==> config.mk <==
export PLATFORM = sky130hd
export DESIGN_NAME = fixed_encoder_multi
export DESIGN_NICKNAME = d
export VERILOG_FILES = /design/src/rtl/fixed_enc_pkg.sv /design/src/rtl/fixed_enc_kernel.sv /design/src/rtl/fixed_encoder_multi.sv
export SDC_FILE = /design/constraint.sdc
export NUM_CORES = 1
export LEC_CHECK = 0
export BUFFER_PORTS_ARGS = -buffer_cell sky130_fd_sc_hd__buf_2
export CAP_MARGIN = 20
export CORE_MARGIN = 5
export CORE_UTILIZATION = 52
export CTS_BUF_LIST = sky130_fd_sc_hd__clkbuf_8
export CTS_CLUSTER_DIAMETER = 80
export CTS_CLUSTER_SIZE = 40
export DETAILED_ROUTE_END_ITERATION = 12
export GPL_TIMING_DRIVEN = 1
export PLACE_DENSITY = 0.69
export SLEW_MARGIN = 25
export SYNTH_ARGS = -nofsm -noshare
export SYNTH_HDL_FRONTEND = slang
export SYNTH_HIERARCHICAL = 1
export SYNTH_SLANG_ARGS = --single-unit
==> constraint.sdc <==
create_clock -name iClock -period 10.3 [get_ports iClock]
set_clock_uncertainty 0.2 [all_clocks]
set_input_delay 0.515 -clock iClock [delete_from_list [all_inputs] [get_ports iClock]]
set_output_delay 0.515 -clock iClock [all_outputs]
set_load 0.02 [all_outputs]
==> src/rtl/fixed_enc_pkg.sv <==
// ---------------------------------------------------------------------------
// fixed_enc_pkg
// Shared constants and helpers for the multi-order fixed-predictor residual
// encoder: the highest supported order, the order encodings, the clamp
// applied to a requested order, and the residual width derivation.
// ---------------------------------------------------------------------------
package fixed_enc_pkg;

   localparam int MAX_ORDER = 4;

   localparam logic [2:0] ORD0 = 3'd0;
   localparam logic [2:0] ORD1 = 3'd1;
   localparam logic [2:0] ORD2 = 3'd2;
   localparam logic [2:0] ORD3 = 3'd3;
   localparam logic [2:0] ORD4 = 3'd4;

   // Orders above the highest supported one collapse onto it.
   function automatic logic [2:0] clampOrder(input logic [2:0] order);
      return (order > 3'(MAX_ORDER)) ? 3'(MAX_ORDER) : order;
   endfunction

   // The order-4 coefficient magnitudes (1,4,6,4,1) sum to 16, so four extra
   // bits hold any residual without wrapping.
   function automatic int resWidth(input int sampleW);
      return sampleW + 4;
   endfunction

endpackage

==> src/rtl/fixed_enc_kernel.sv <==
// ---------------------------------------------------------------------------
// fixed_enc_kernel
// Arithmetic back end of the encoder (pipeline stages 2 and 3).
// Stage 2 splits the predictor into a positive sum A (sample plus even-lag
// terms) and a negative sum B (odd-lag terms), gated by the order.
// Stage 3 registers A - B, or the sign-extended sample during warmup.
//
// Ports:
//   iClock, iResetN        clock, synchronous active-low reset
//   iAdvance               pipeline enable; everything holds when low
//   iValid                 stage-1 valid bit
//   iSample, iH1..iH4      stage-1 sample and history snapshot
//   iOrder, iWarm          order in effect and warmup flag for the beat
//   iBlockStart            beat is the first of its block
//   oValid .. oBlockStart  registered output beat
// ---------------------------------------------------------------------------
module fixed_enc_kernel
   import fixed_enc_pkg::*;
#(
   parameter int SAMPLE_W = 16,
   parameter int RES_W    = resWidth(SAMPLE_W)
) (
   input  logic                       iClock,
   input  logic                       iResetN,
   input  logic                       iAdvance,
   input  logic                       iValid,
   input  logic signed [SAMPLE_W-1:0] iSample,
   input  logic signed [SAMPLE_W-1:0] iH1,
   input  logic signed [SAMPLE_W-1:0] iH2,
   input  logic signed [SAMPLE_W-1:0] iH3,
   input  logic signed [SAMPLE_W-1:0] iH4,
   input  logic [2:0]                 iOrder,
   input  logic                       iWarm,
   input  logic                       iBlockStart,
   output logic                       oValid,
   output logic signed [RES_W-1:0]    oResidual,
   output logic                       oWarmup,
   output logic [2:0]                 oOrder,
   output logic                       oBlockStart
);

   logic signed [RES_W-1:0] xExt, e1, e2, e3, e4;
   logic signed [RES_W-1:0] sumA, sumB;

   logic                    s2Valid;
   logic signed [RES_W-1:0] s2A, s2B, s2Sample;
   logic [2:0]              s2Order;
   logic                    s2Warm;
   logic                    s2BlockStart;

   assign xExt = {{(RES_W-SAMPLE_W){iSample[SAMPLE_W-1]}}, iSample};
   assign e1   = {{(RES_W-SAMPLE_W){iH1[SAMPLE_W-1]}}, iH1};
   assign e2   = {{(RES_W-SAMPLE_W){iH2[SAMPLE_W-1]}}, iH2};
   assign e3   = {{(RES_W-SAMPLE_W){iH3[SAMPLE_W-1]}}, iH3};
   assign e4   = {{(RES_W-SAMPLE_W){iH4[SAMPLE_W-1]}}, iH4};

   // Positive and negative halves of the binomial predictor. Coefficients are
   // built from shifts so no multiplier is inferred. During warmup these sums
   // see stale history, but stage 3 discards them in favour of the sample.
   always_comb begin
      sumA = xExt;
      sumB = '0;
      case (iOrder)
         ORD1: begin
            sumB = e1;
         end
         ORD2: begin
            sumA = xExt + e2;
            sumB = e1 <<< 1;
         end
         ORD3: begin
            sumA = xExt + (e2 <<< 1) + e2;
            sumB = (e1 <<< 1) + e1 + e3;
         end
         ORD4: begin
            sumA = xExt + (e2 <<< 2) + (e2 <<< 1) + e4;
            sumB = (e1 <<< 2) + (e3 <<< 2);
         end
         default: begin
            sumA = xExt;
            sumB = '0;
         end
      endcase
   end

   // Stage 2 register: term sums plus the sideband that travels with the beat.
   always_ff @(posedge iClock) begin
      if (!iResetN) begin
         s2Valid      <= 1'b0;
         s2A          <= '0;
         s2B          <= '0;
         s2Sample     <= '0;
         s2Order      <= '0;
         s2Warm       <= 1'b0;
         s2BlockStart <= 1'b0;
      end else if (iAdvance) begin
         s2Valid      <= iValid;
         s2A          <= sumA;
         s2B          <= sumB;
         s2Sample     <= xExt;
         s2Order      <= iOrder;
         s2Warm       <= iWarm;
         s2BlockStart <= iBlockStart;
      end
   end

   // Stage 3 register: final subtract or verbatim warmup sample. These are
   // the module outputs, so they hold whenever downstream stalls.
   always_ff @(posedge iClock) begin
      if (!iResetN) begin
         oValid      <= 1'b0;
         oResidual   <= '0;
         oWarmup     <= 1'b0;
         oOrder      <= '0;
         oBlockStart <= 1'b0;
      end else if (iAdvance) begin
         oValid      <= s2Valid;
         oResidual   <= s2Warm ? s2Sample : (s2A - s2B);
         oWarmup     <= s2Warm;
         oOrder      <= s2Order;
         oBlockStart <= s2BlockStart;
      end
   end

endmodule

==> src/rtl/fixed_encoder_multi.sv <==
// ---------------------------------------------------------------------------
// fixed_encoder_multi
// FLAC fixed-predictor residual encoder for orders 0-4 chosen per block.
// The first `order` samples of each block pass through verbatim (warmup).
// Three register stages, one sample per cycle, stalled by downstream ready.
//
// Ports:
//   iClock, iResetN   clock, synchronous active-low reset
//   iValid, iSample   input beat
//   iBlockStart       beat opens a new block; iOrder is sampled with it
//   iOrder            requested order (5-7 treated as 4)
//   iReady / oReady   downstream ready, passed straight back upstream
//   oValid            output beat valid
//   oResidual         residual, or sign-extended sample during warmup
//   oWarmup           oResidual is a verbatim sample
//   oOrder            order applied to this beat
//   oBlockStart       beat is the first of its block
// ---------------------------------------------------------------------------
module fixed_encoder_multi
   import fixed_enc_pkg::*;
#(
   parameter int SAMPLE_W = 16,
   parameter int RES_W    = resWidth(SAMPLE_W)
) (
   input  logic                       iClock,
   input  logic                       iResetN,
   input  logic                       iValid,
   input  logic signed [SAMPLE_W-1:0] iSample,
   input  logic                       iBlockStart,
   input  logic [2:0]                 iOrder,
   input  logic                       iReady,
   output logic                       oReady,
   output logic                       oValid,
   output logic signed [RES_W-1:0]    oResidual,
   output logic                       oWarmup,
   output logic [2:0]                 oOrder,
   output logic                       oBlockStart
);

   logic advance, accept;

   logic [2:0]                 latchedOrder;
   logic [2:0]                 warmCnt;
   logic signed [SAMPLE_W-1:0] h1, h2, h3, h4;

   logic [2:0] beatOrder, beatCount;
   logic       beatWarm;

   logic                       s1Valid;
   logic signed [SAMPLE_W-1:0] s1X, s1H1, s1H2, s1H3, s1H4;
   logic [2:0]                 s1Order;
   logic                       s1Warm;
   logic                       s1BlockStart;

   // With no internal buffering, upstream may send exactly when downstream
   // can take, and every stage moves only on those cycles.
   assign oReady  = iReady;
   assign advance = iReady;
   assign accept  = iValid & iReady;

   // Order and warmup count that apply to the current beat. A block start
   // overrides both immediately, which also aborts any unfinished warmup.
   always_comb begin
      beatOrder = latchedOrder;
      beatCount = warmCnt;
      if (iBlockStart) begin
         beatOrder = clampOrder(iOrder);
         beatCount = beatOrder;
      end
      beatWarm = (beatCount != 3'd0);
   end

   // Block state and stage 1. History is never cleared on a block start:
   // warmup covers exactly the beats that would otherwise read stale lags.
   // Bubbles clear the stage-1 valid bit but leave block state untouched.
   always_ff @(posedge iClock) begin
      if (!iResetN) begin
         latchedOrder <= '0;
         warmCnt      <= '0;
         h1           <= '0;
         h2           <= '0;
         h3           <= '0;
         h4           <= '0;
         s1Valid      <= 1'b0;
         s1X          <= '0;
         s1H1         <= '0;
         s1H2         <= '0;
         s1H3         <= '0;
         s1H4         <= '0;
         s1Order      <= '0;
         s1Warm       <= 1'b0;
         s1BlockStart <= 1'b0;
      end else if (advance) begin
         s1Valid <= iValid;
         if (accept) begin
            s1X          <= iSample;
            s1H1         <= h1;
            s1H2         <= h2;
            s1H3         <= h3;
            s1H4         <= h4;
            s1Order      <= beatOrder;
            s1Warm       <= beatWarm;
            s1BlockStart <= iBlockStart;
            h1           <= iSample;
            h2           <= h1;
            h3           <= h2;
            h4           <= h3;
            latchedOrder <= beatOrder;
            warmCnt      <= beatWarm ? (beatCount - 3'd1) : 3'd0;
         end
      end
   end

   fixed_enc_kernel #(
      .SAMPLE_W (SAMPLE_W),
      .RES_W    (RES_W)
   ) kernel (
      .iClock      (iClock),
      .iResetN     (iResetN),
      .iAdvance    (advance),
      .iValid      (s1Valid),
      .iSample     (s1X),
      .iH1         (s1H1),
      .iH2         (s1H2),
      .iH3         (s1H3),
      .iH4         (s1H4),
      .iOrder      (s1Order),
      .iWarm       (s1Warm),
      .iBlockStart (s1BlockStart),
      .oValid      (oValid),
      .oResidual   (oResidual),
      .oWarmup     (oWarmup),
      .oOrder      (oOrder),
      .oBlockStart (oBlockStart)
   );

endmodule

# Word level (Yosys, flattened, before mapping)
# Cells that the tools add are included.
[word_totals] ff_bits=177 input_bits=24
[classes] n_addsub=11 n_lt_le_gt_ge=1 eq_ne=4 n_mux=7 n_bitwise=1 reduce_logical=3
[ops] operator="$pmux W20 S4" n=1
[ops] operator="$pmux W20 S3" n=1
[ops] operator="$add A18 B16 Y19" n=2
[ops] operator="$add A19 B17 Y20" n=1
[ops] operator="$add A20 B16 Y20" n=1
[ops] operator="$mux W20" n=1
[ops] operator="$sub A20 B20 Y20" n=1
[ops] operator="$add A16 B18 Y19" n=1
[ops] operator="$add A18 B18 Y19" n=1
[ops] operator="$add A16 B17 Y18" n=1
[ops] operator="$add A17 B16 Y18" n=1
[ops] operator="$add A16 B16 Y17" n=1
[ops] operator="$mux W3" n=4
[ops] operator="$eq A3 B2 Y1 const B" n=2
[ops] operator="$eq A3 B1 Y1 const B" n=1
[ops] operator="$eq A3 B3 Y1 const B" n=1
[ops] operator="$gt A3 B3 Y1 const B" n=1
[ops] operator="$reduce_and A3 Y1" n=1
[ops] operator="$reduce_bool A3 Y1" n=1
[ops] operator="$sub A3 B1 Y3 const B" n=1
[ops] operator="$reduce_and A2 Y1" n=1
[ops] operator="$and A1 B1 Y1" n=1

# Depth between registers and ports, before layout
[logic_depth] word_depth=5 ltp_mapped=15 mapped_depth_nobuf=15

# Hierarchy
# The synthesis kept the hierarchy.
[modules_own_cells] mod="fixed_enc_kernel" instances=1 cells_each=1263 area_each_um2=10458.8 seq_area_each_um2=1741.7
[modules_own_cells] mod="fixed_encoder_multi" instances=1 cells_each=391 area_each_um2=3363.2 seq_area_each_um2=1781.7

# Least setup slack after synthesis
# OpenSTA, ideal clock, no wires.
[synth_path] path_type="reg2reg" start="reg s1H2[1]" end="reg kernel.s2A[9]" setup_ns=0.137 arrival_time_ns=3.370 t_required_ns=9.963 setup_slack_ns=6.593 path_stages_with_launch=14 period_less_slack_ns=3.707 path_cell_list="dfxtp_1 -> inv_1 -> fa_1 -> fa_1 -> inv_1 -> ha_1 -> a211oi_2 -> o21bai_1 -> a21o_1 -> a21oi_1 -> nor4b_1 -> a41o_1 -> a2111oi_0 -> a31oi_1"
[synth_between] elab_chain_cells=4 word_cells_on_any_way=7 classes_between="6 x add/sub; 1 x mux"
[synth_lines] item="start, declared" line_no="fixed_encoder_multi.sv:50" source="logic signed [SAMPLE_W-1:0] s1X, s1H1, s1H2, s1H3, s1H4;"
[synth_lines] item="start signal, assigned" line_no="fixed_encoder_multi.sv:87" source="s1H2 <= '0;"
[synth_lines] item="start signal, assigned" line_no="fixed_encoder_multi.sv:98" source="s1H2 <= h2;"
[synth_lines] item="$add A16 B18 Y19" line_no="fixed_enc_kernel.sv:76" source="sumA = xExt + (e2 <<< 2) + (e2 <<< 1) + e4;"
[synth_lines] item="$add A19 B17 Y20" line_no="fixed_enc_kernel.sv:76"
[synth_lines] item="$add A20 B16 Y20" line_no="fixed_enc_kernel.sv:76"
[synth_lines] item="$pmux W20 S3 (*)" line_no="fixed_enc_kernel.sv:63" source="case (iOrder)"
[synth_lines] item="end signal, assigned" line_no="fixed_enc_kernel.sv:98" source="s2A <= sumA;"
[synth_lines] item="end, declared" line_no="fixed_enc_kernel.sv:46" source="logic signed [RES_W-1:0] s2A, s2B, s2Sample;"
# Every way passes the cells marked *; elsewhere a longest branch is shown, timed or not.
# A chain may end at the register's enable or synchronous reset.

# Worst setup path after layout
[layout_path] start="reg s1X[2]" end="reg kernel.s2A[14]"
[layout_between] elab_chain_cells=4 word_cells_on_any_way=7 classes_between="6 x add/sub; 1 x mux"
[layout_lines] item="start, declared" line_no="fixed_encoder_multi.sv:50"
[layout_lines] item="start signal, assigned" line_no="fixed_encoder_multi.sv:96" source="s1X <= iSample;"
[layout_lines] item="$add A16 B18 Y19" line_no="fixed_enc_kernel.sv:76"
[layout_lines] item="$add A19 B17 Y20" line_no="fixed_enc_kernel.sv:76"
[layout_lines] item="$add A20 B16 Y20" line_no="fixed_enc_kernel.sv:76"
[layout_lines] item="$pmux W20 S3 (*)" line_no="fixed_enc_kernel.sv:63"
# Marks and branches as above.

==> run metrics <==
run status=finished clean; slowest cell delay on critical path=around 540 ps; Slew @ Worst Pin=between 1000 and 1500 ps; Final min period=between 4000 and 5000 ps; first-iteration detailed-routing DRC count=roughly 1000; post-synthesis sequential area ratio=0.2549; Root Driver=clkbuf_8; worst hold-check path type=input pin to flop; Avg WL per Cell=just over 20 microns; critical path class=flop to flop; Post-synth EDFFs=0; vias per cell=~6; asr flop ratio synth=0; count leader, synth=nand2_1; share of post-route cells with drive strength above 1=0.07449; crit path max fanout=7; post-synth top area share=0.2549; total of max-cap violations=0; Slew headroom=0.3302; initial core utilization=0.5289; IO Port Bufs=50; Max Clk Rate=235.9 MHz; Overflow after GRT=0; CTS tree=done; Main synth FF type=dfxtp_1; initial antenna violation count=0; cts hold-fix bufs=0; Hold Fails Final Rpt=0; # rows=59; CP Data Required Time=between 10000 and 15000 ps; Syn Area/Cell=8.357 sq um; antenna violation net count after detailed routing=0; Die Span X=173.0 microns; clock latency on the worst-skew pair=480 ps; Synth Net Count=around 1900; Logic pwr share=0.166; flops & latches, synth=about 180; worst setup path end=kernel/s2A[14]; register share of total power=0.494; clock sinks=about 180; final non-filler cell area=between 10000 and 15000 sq um; Clock Power Share=0.339; Lkg Pwr=between 0.006 and 0.007 uW; worst vdd ir=75.69 uV; GPL Wtd Cong=0.9500; switching share of power=0.3340; R2R depth=15; largest net degree at the start of global routing=a little under 90; post-CTS sizing=0; synthesized cell area=13820 sq um; leading cell types by count after synthesis=250 x nand2_1, 176 x dfxtp_1, 118 x inv_1; yosys warns=6; DRT Pass-1 Iters=5; critical path, cell by cell=inv_1 > fa_1 > fa_1 > inv_1 > ha_1 > inv_1 > fa_1 > nand2b_1 > a21oi_1 > a211oi_1 > o21ai_0 > xor2_1 > nor2_1 > o22ai_1 > a32o_1; part of the cycle the worst path needs=0.4116; first-pass GRT wire length=about 66000 microns; nets=1863; slowest cell on the critical path=fa_1; GRT Overall Usage=0.2725; Critical Path AT=~4400 ps; Core ar.=approximately 26000 sq um; diodes inserted=0; worst r2r dst=kernel/s2A[14]; CTS clk-pin slew, worst paths=roughly 120 ps; Netlist cell types=83; total number of vias=12200; number of CTS-inserted buffers=17; RSZ-0062 raised after global routing=no; synthesis-to-layout area growth=6.147%; P_sw=about 500 uW; clk buf depth=2; DIE AREA=around 30000 sq um; Reg-to-Reg Start=s1X[2]; post-DP HPWL=~31000 microns; Power Dens Cells=~100 nW/um^2; routed wire length=about 42000 microns; flop-to-flop setup slack=6060 ps; H-tree levels=4; largest cells by area after synthesis=dfxtp_1 25%, fa_1 9.7%, ha_1 9.7%; vias in the first global route=around 12000; Worst Setup SP=s1X[2]; Ports=between 50 and 60; Final Slew Violations=0; CP endpoint kind=flop; Syn Inst Count=between 1500 and 2000; Synth area leader=dfxtp_1; DIE HEIGHT=173.0 microns; TNS Setup=0 ps; Critical Path Source Type=flop; internal power=980.9 uW; post-CTS setup buffers=0; number of remaining DRC errors=0; final setup vio count=0; DP Area=between 10000 and 15000 sq um
[routing by layer]
layer / GRT usage / part of all wire
met1: 0.3760 / 0.44
met2: 0.4271 / 0.44
met3: 0.06441 / 0.087
met4: 0.08048 / 0.027
met5: 0 / 0
[power groups by stage]
stage / Clock, uW / Combinational, uW / Sequential (uW)
6_report: 500 / 245 / 728
5_1_grt: 542 / 269 / 731
4_1_cts: 510 / 243 / 728
3_5_place_dp: 0 / 241 / 743
3_3_place_gp: 0 / 239 / 742
2_1_floorplan: 0 / 173 / 742
[state kept, by name, summed over array words and instances, names as in the netlist]
| signal | count |
|---|---|
| kernel/oResidual | 20 |
| kernel/s2A | 20 |
| kernel/s2B | 19 |
| kernel/s2Sample | 16 |
| s1H1 | 16 |
| s1H2 | 16 |
| s1H3 | 16 |
| s1H4 | 16 |
| s1X | 16 |
| kernel/oOrder | 3 |
| kernel/s2Order | 3 |
| s1Order | 3 |
| warmCnt | 3 |
| kernel/oBlockStart | 1 |
| kernel/oValid | 1 |
| kernel/oWarmup | 1 |
| kernel/s2BlockStart | 1 |
| kernel/s2Valid | 1 |
| kernel/s2Warm | 1 |
| s1BlockStart | 1 |
| s1Valid | 1 |
| s1Warm | 1 |
[worst min path at each step]
stage / from / end / slack (ps) / cells after the start
floorplan: kernel/s2A[11] / kernel/s2A[11] / 230 / 2
global placement: s1Order[0] / s1Order[0] / 240 / 2
detailed placement: s1H4[9] / s1H4[9] / 250 / 2
CTS: iSample[15] / s1X[15] / 50 / 3
global route: iSample[5] / s1X[5] / 50 / 3
finish: iSample[15] / s1X[15] / 70 / 3
[critical path, delay by kind of cell, from the launching register on]
kind,cells,cell delay (ps)
fa+ha+maj,4,1530
compound gates,5,1160
flops,1,520
simple gates,2,290
buf+inv,3,260
xor+xnor,1,170
[layout make-up]
class | count | area, sq um
fill | 2440 | 11460
multi-input combinational | 1288 | 9528
sequential | 176 | 3525
inverter | 118 | 442.9
tap | 335 | 419.2
timing repair buffer | 64 | 360.3
clock buffer | 17 | 234.0
clock inverter | 15 | 162.7
[placed cells by master, fill, tap and decap left out, types with 44 or more instances in the layout]
| cell | n |
|---|---|
| mux2i_1 | 45 |
| xnor2_1 | 44 |
| fa_1 | 67 |
| a21boi_1 | 83 |
| nand2_1 | 249 |
| nor2b_1 | 49 |
| nor2_1 | 73 |
| o21ai_0 | 87 |
| inv_1 | 118 |
| buf_2 | 48 |
| ha_1 | 107 |
| a21oi_1 | 98 |
| dfxtp_1 | 175 |
[per-stage QoR]
step                utilization  power [uW]  std cells  hold WS, ps  setup WS, ps
floorplan                     -       914.6       1654        231.5          6593
global placement         0.5463       981.0       1981        240.6          6335
detailed placement       0.5463       984.8       1981        246.1          6228
CTS                      0.5614        1480       2013        53.02          6144
global route             0.5614        1543       2013        50.97          5704
finish                   0.5614        1473       2013        69.06          6060
[cells by family (layout without fill, tap and decap cells)]
family          after synthesis  count (layout)  synth area share
xor+xnor                     70              70           0.04436
mux                          49              49           0.03585
simple gates                484             484            0.1603
flops                       176             176            0.2549
fa+ha+maj                   174             174            0.1939
buf+inv                     190             214           0.05685
compound gates              511             511            0.2538
Power figures use the tool's default switching activity.
